## src/rtl/complex_alu_pipe.sv

```systemverilog
// Pipelined complex add/sub/mul/mac unit with valid/ready handshake.
// Three register ranks: operand capture, sums/partial products, narrowed result.
module complex_alu_pipe #(
  parameter int W    = 8,
  parameter int FRAC = 0,
  parameter bit SAT  = 1'b1
) (
  input  logic           clk,
  input  logic           rst_n,
  input  logic           in_valid,
  output logic           in_ready,
  input  logic [1:0]     op,
  input  logic           acc_clr,
  input  logic [2*W-1:0] x,
  input  logic [2*W-1:0] y,
  output logic           out_valid,
  input  logic           out_ready,
  output logic [2*W-1:0] out,
  output logic           ovf
);

  localparam int AW = 2*W + 2;
  localparam logic signed [AW-1:0] MAXV = AW'((1 << (W-1)) - 1);
  localparam logic signed [AW-1:0] MINV = ~MAXV;

  typedef enum logic [1:0] {OP_ADD = 2'b00, OP_SUB = 2'b01, OP_MUL = 2'b10, OP_MAC = 2'b11} op_e;

  logic adv;

  logic           s0_valid;
  op_e            s0_op;
  logic           s0_clr;
  logic [2*W-1:0] s0_x, s0_y;

  logic                  s1_valid;
  op_e                   s1_op;
  logic                  s1_clr;
  logic signed [2*W-1:0] s1_a, s1_b, s1_c, s1_d;

  logic signed [AW-1:0] acc_re, acc_im;

  // The whole pipe advances as one: any stall at the output freezes every rank.
  assign adv      = !out_valid || out_ready;
  assign in_ready = adv;

  // ---------------- stage 1 combinational: sums or partial products
  logic signed [W-1:0]   xr, xi, yr, yi;
  logic signed [W:0]     sum_re, sum_im;
  logic signed [2*W-1:0] d_a, d_b, d_c, d_d;

  assign xr = s0_x[2*W-1:W];
  assign xi = s0_x[W-1:0];
  assign yr = s0_y[2*W-1:W];
  assign yi = s0_y[W-1:0];

  always_comb begin
    // NOTE: every output of this block gets a default first so no latch is inferred.
    d_a    = xr * yr;
    d_b    = xi * yi;
    d_c    = xr * yi;
    d_d    = xi * yr;
    sum_re = xr + yr;
    sum_im = xi + yi;
    if (s0_op == OP_SUB) begin
      sum_re = xr - yr;
      sum_im = xi - yi;
    end
    // add/sub reuse the first two product slots for their W+1-bit sums
    if (s0_op == OP_ADD || s0_op == OP_SUB) begin
      d_a = (2*W)'(sum_re);
      d_b = (2*W)'(sum_im);
    end
  end

  // ---------------- stage 2 combinational: result, accumulate, narrow
  function automatic logic [W:0] narrow(input logic signed [AW-1:0] v);
    if (v > MAXV) return {1'b1, SAT ? MAXV[W-1:0] : v[W-1:0]};
    if (v < MINV) return {1'b1, SAT ? MINV[W-1:0] : v[W-1:0]};
    return {1'b0, v[W-1:0]};
  endfunction

  logic signed [AW-1:0] prod_re, prod_im, acc_base_re, acc_base_im;
  logic signed [AW-1:0] acc_nxt_re, acc_nxt_im, pre_re, pre_im;
  logic [W:0]           nr_re, nr_im;

  always_comb begin
    prod_re     = AW'(s1_a) - AW'(s1_b);
    prod_im     = AW'(s1_c) + AW'(s1_d);
    acc_base_re = s1_clr ? '0 : acc_re;
    acc_base_im = s1_clr ? '0 : acc_im;
    acc_nxt_re  = acc_base_re + prod_re;
    acc_nxt_im  = acc_base_im + prod_im;
    case (s1_op)
      OP_MUL: begin
        pre_re = prod_re >>> FRAC;
        pre_im = prod_im >>> FRAC;
      end
      OP_MAC: begin
        pre_re = acc_nxt_re >>> FRAC;
        pre_im = acc_nxt_im >>> FRAC;
      end
      default: begin
        pre_re = AW'(s1_a);
        pre_im = AW'(s1_b);
      end
    endcase
    nr_re = narrow(pre_re);
    nr_im = narrow(pre_im);
  end

  // ---------------- registers
  always_ff @(posedge clk or negedge rst_n) begin
    if (!rst_n) begin
      s0_valid <= 1'b0;
      s1_valid <= 1'b0;
    end else if (adv) begin
      // NOTE: non-blocking assignments make every rank sample pre-edge values.
      s0_valid <= in_valid;
      s1_valid <= s0_valid;
    end
  end

  // NOTE: datapath ranks carry no reset; their valid bits already qualify them.
  always_ff @(posedge clk) begin
    if (adv && in_valid) begin
      s0_op  <= op_e'(op);
      s0_clr <= acc_clr;
      s0_x   <= x;
      s0_y   <= y;
    end
  end

  always_ff @(posedge clk) begin
    if (adv && s0_valid) begin
      s1_op  <= s0_op;
      s1_clr <= s0_clr;
      s1_a   <= d_a;
      s1_b   <= d_b;
      s1_c   <= d_c;
      s1_d   <= d_d;
    end
  end

  always_ff @(posedge clk or negedge rst_n) begin
    if (!rst_n) begin
      out_valid <= 1'b0;
      out       <= '0;
      ovf       <= 1'b0;
      acc_re    <= '0;
      acc_im    <= '0;
    end else if (adv) begin
      out_valid <= s1_valid;
      if (s1_valid) begin
        out <= {nr_re[W-1:0], nr_im[W-1:0]};
        ovf <= nr_re[W] | nr_im[W];
        if (s1_op == OP_MAC) begin
          acc_re <= acc_nxt_re;
          acc_im <= acc_nxt_im;
        end
      end
    end
  end

endmodule

```

## config.mk

```make
export PLATFORM = sky130hd
export DESIGN_NAME = complex_alu_pipe
export DESIGN_NICKNAME = d
export VERILOG_FILES = /design/src/rtl/complex_alu_pipe.sv
export SDC_FILE = /design/constraint.sdc
export NUM_CORES = 1
export LEC_CHECK = 0
export ABC_AREA = 0
export CORE_MARGIN = 4
export CORE_UTILIZATION = 58
export DETAILED_ROUTE_END_ITERATION = 8
export GPL_TIMING_DRIVEN = 1
export PLACE_DENSITY = 0.75
export SYNTH_ARGS = -nofsm -noshare
export SYNTH_HDL_FRONTEND = slang
export SYNTH_SLANG_ARGS = --single-unit
```

## constraint.sdc

```tcl
create_clock -name clk -period 4.9 [get_ports clk]
set_clock_uncertainty 0.15 [all_clocks]
set_input_delay 0.735 -clock clk [delete_from_list [all_inputs] [get_ports clk]]
set_output_delay 0.735 -clock clk [all_outputs]
set_load 0.01 [all_outputs]
```

==> run summary <==
status: finished, violations left
failing checks: negative setup slack
CP endpoint: s1_a[15]
Sink Count: 158
Iter 0 DRT Violations: 1187
highest-delay cell along the critical path: fa_1
setup slack after placement: -0.3190 ns
CP cell instances: buf_4, and2_4, fa_1, inv_2, fa_1, inv_2, fa_1, fa_1, ha_4, inv_2, o21ai_2, a21oi_2, nor2b_1, o21a_1, o31a_1, o41ai_2, xnor2_1, a21o_1
total grt overflow: 0
dominant cell type by area after synthesis: fa_1
average wire per standard cell: 19.39 µm
first-pass GRT wire length: 88490 µm
DR DRC count: 0
cell repeated most along the worst path: fa_1
crit path buf inv count: 4
async set-reset flop share out of synthesis: 35.44%
Gate Count Post-Synth: 2156
path depth of the worst reg2reg path: 18
Routed Wire Length: 56440 µm
Fillers: 2415
Post-synth EDFFs: 102
deepest clock path buffer count: 2
startpoint types: flip-flop
RSZ-0062 raised after global routing: yes
WP depth: 18
kind of critical path: reg2reg
Post-synth top cells: 302 x inv_1, 226 x fa_1, 202 x ha_1, 181 x nand2_1, 145 x and2_1
clock latency on the worst-skew pair: 0.46 ns
max_cap viols: 0
die height: 195.8 µm
CP endpoint kind: flip-flop
share of cells above drive strength 1: 23.00%
Core Area: 34630 µm²
Worst EP required: 4.95 ns
Layout Nets: 2910
Slew Viols, Final: 0
Port Buf Inserts: 57
via count: 16.66k
placed cell count: 2782
Initial Util: 59.08%
antenna fix cells: 0
Post-synth top flop: edfxtp_1
worst hold slack: 0.2823 ns
Slew headroom: 38.28%
reg2reg start: s0_y[8]
P&R area growth vs syn: 23.34%
gr usage total: 28.84%
#FFs+latches synth: 158
Final HPWL DP: 42630 µm
yosys warns: 0
CP startpoint: s0_y[8]
htree depth: 4
top cell type's share of synthesized area: 22.11%
Pre-antenna DRT Iters: 5
Non-Filler Instances: 2911
Final period util: 102.3%
Antenna Violating Nets Remaining: 0
Reg-to-Reg End: s1_a[15]
Reg clk slew, reported paths: 0.08 ns
largest net degree at the start of global routing: 57
row cnt: 68
Tmin final: 5.013 ns
share of the yosys chip area belonging to registers: 21.82%
Min-Delay Path Class: in2async
initial antenna violation count: 0
Worst EP arrival: 5.06 ns
syn nets: 2623
GP Congestion: 0.9604
CTS tree: built
final hold viol count: 0
vias per inst: 5.723
CP Max Fanout: 4
Die Wd: 195.8 µm
Die Area: 38340 µm²
Post-CTS Hold Fix Bufs: 0
Worst Tran Pin Value: 0.9258 ns
Final WS setup: -0.1127 ns
mean post-synth cell area: 9.489 µm²
Fmax achieved: 199.5 MHz
max incr delay on CP: 0.56 ns
Finish-stage setup viols: 3
CP top delay family: adder cells
r2r setup slk: -0.11 ns
number of buffers created by CTS: 17
vias in the first global route: 17.12k
Cell Area, Synth: 20460 µm²
top-count cell post-synth: inv_1
CTS root buf: clkbuf_16
Area contributors post-synth: fa_1 22%, edfxtp_1 15%, ha_1 12%, dfrtp_1 6.8%, inv_1 5.5%
I/O pin cnt: 58
Distinct cells, synth: 87
[worst min-delay path by stage]
stage | start | endpoint | slack (ns) | cells after the start
after detailed placement | s0_clr | s1_clr | 0.27 | 0
after global routing | s0_clr | s1_clr | 0.31 | 0
after CTS | s0_clr | s1_clr | 0.29 | 0
after floorplan | s0_clr | s1_clr | 0.25 | 0
final | rst_n | out[11] | 0.28 | 2
after global placement | s0_clr | s1_clr | 0.26 | 0
[layout by cell type (no fill, tap or decap), types with 19 or more instances in the layout]
cell type        count
o21ai_0             65
dfrtp_1             56
buf_4              246
xor2_1              31
nand2b_1            42
nand2_1            178
a21oi_2             19
clkdlybuf4s50_1     56
inv_1              273
buf_6               32
a21o_1              51
ha_4                25
xnor2_1            102
ha_1               169
nor2b_1             45
edfxtp_1           102
inv_2               30
and2_1             117
o21a_1              19
nor2_1              99
mux2_2              22
and2_4              26
fa_1               211
a21oi_1             70
[cells by family after synthesis]
group	after synthesis	synth area share [%]
simple gates	612	15.26
xor+xnor	140	6.061
mux	34	1.798
buf+inv	381	7.045
flops	158	21.82
fa+ha+maj	428	34.47
compound gates	403	13.55
[layout make-up]
| type | count | area, µm² | share of cell area, % |
|---|---|---|---|
| clock inverter | 15 | 215.2 | 0.8529 |
| timing repair buffer | 343 | 2933 | 11.62 |
| sequential | 158 | 4464 | 17.69 |
| inverter | 306 | 1151 | 4.562 |
| clock buffer | 17 | 425.4 | 1.686 |
| multi-input combinational | 1617 | 15470 | 61.33 |
| tap | 455 | 569.3 | 2.256 |
[metrics by stage]
| step | instance area, µm² | util [%] | setup TNS (ns) |
|---|---|---|---|
| floorplan | 20530 | - | -0.005317 |
| global placement | 22860 | 66.01 | -0.7012 |
| detailed placement | 22860 | 66.01 | -1.816 |
| CTS | 24100 | 69.59 | -0.1990 |
| global route | 25230 | 72.87 | -2.077 |
| finish | 25230 | 72.87 | -0.1822 |
[flip-flops by register name, indices dropped and copies added, names as in the netlist]
register	cells
s0_y	16
out_valid	1
acc_re	18
s1_clr	1
s1_d	16
ovf	1
s1_b	16
s1_op	2
s1_c	16
s0_valid	1
s0_x	16
out	16
acc_im	18
s0_clr	1
s1_a	16
s0_op	2
s1_valid	1
[repair_timing]
item,CTS,global route
buffers inserted,48,50
setup endpoints to repair,23,35
endpoints found under the hold margin,0,0
gates resized for setup,73,192
pin swaps,59,145
gates cloned,0,0
[routing by layer]
metal  wire, µm  vias up  part of all wire [%]  track usage (%)
met5          0        -                     0                0
met1      23440     8141                    42            37.89
met4       2209        0                   3.9            10.03
met2      27820      606                    49            49.68
li1           -     7767                     -                -
met3       2974      145                   5.3            3.469
Power is not shown: default switching activity piles up to over one toggle a cycle in this logic, so the estimate is an artifact.
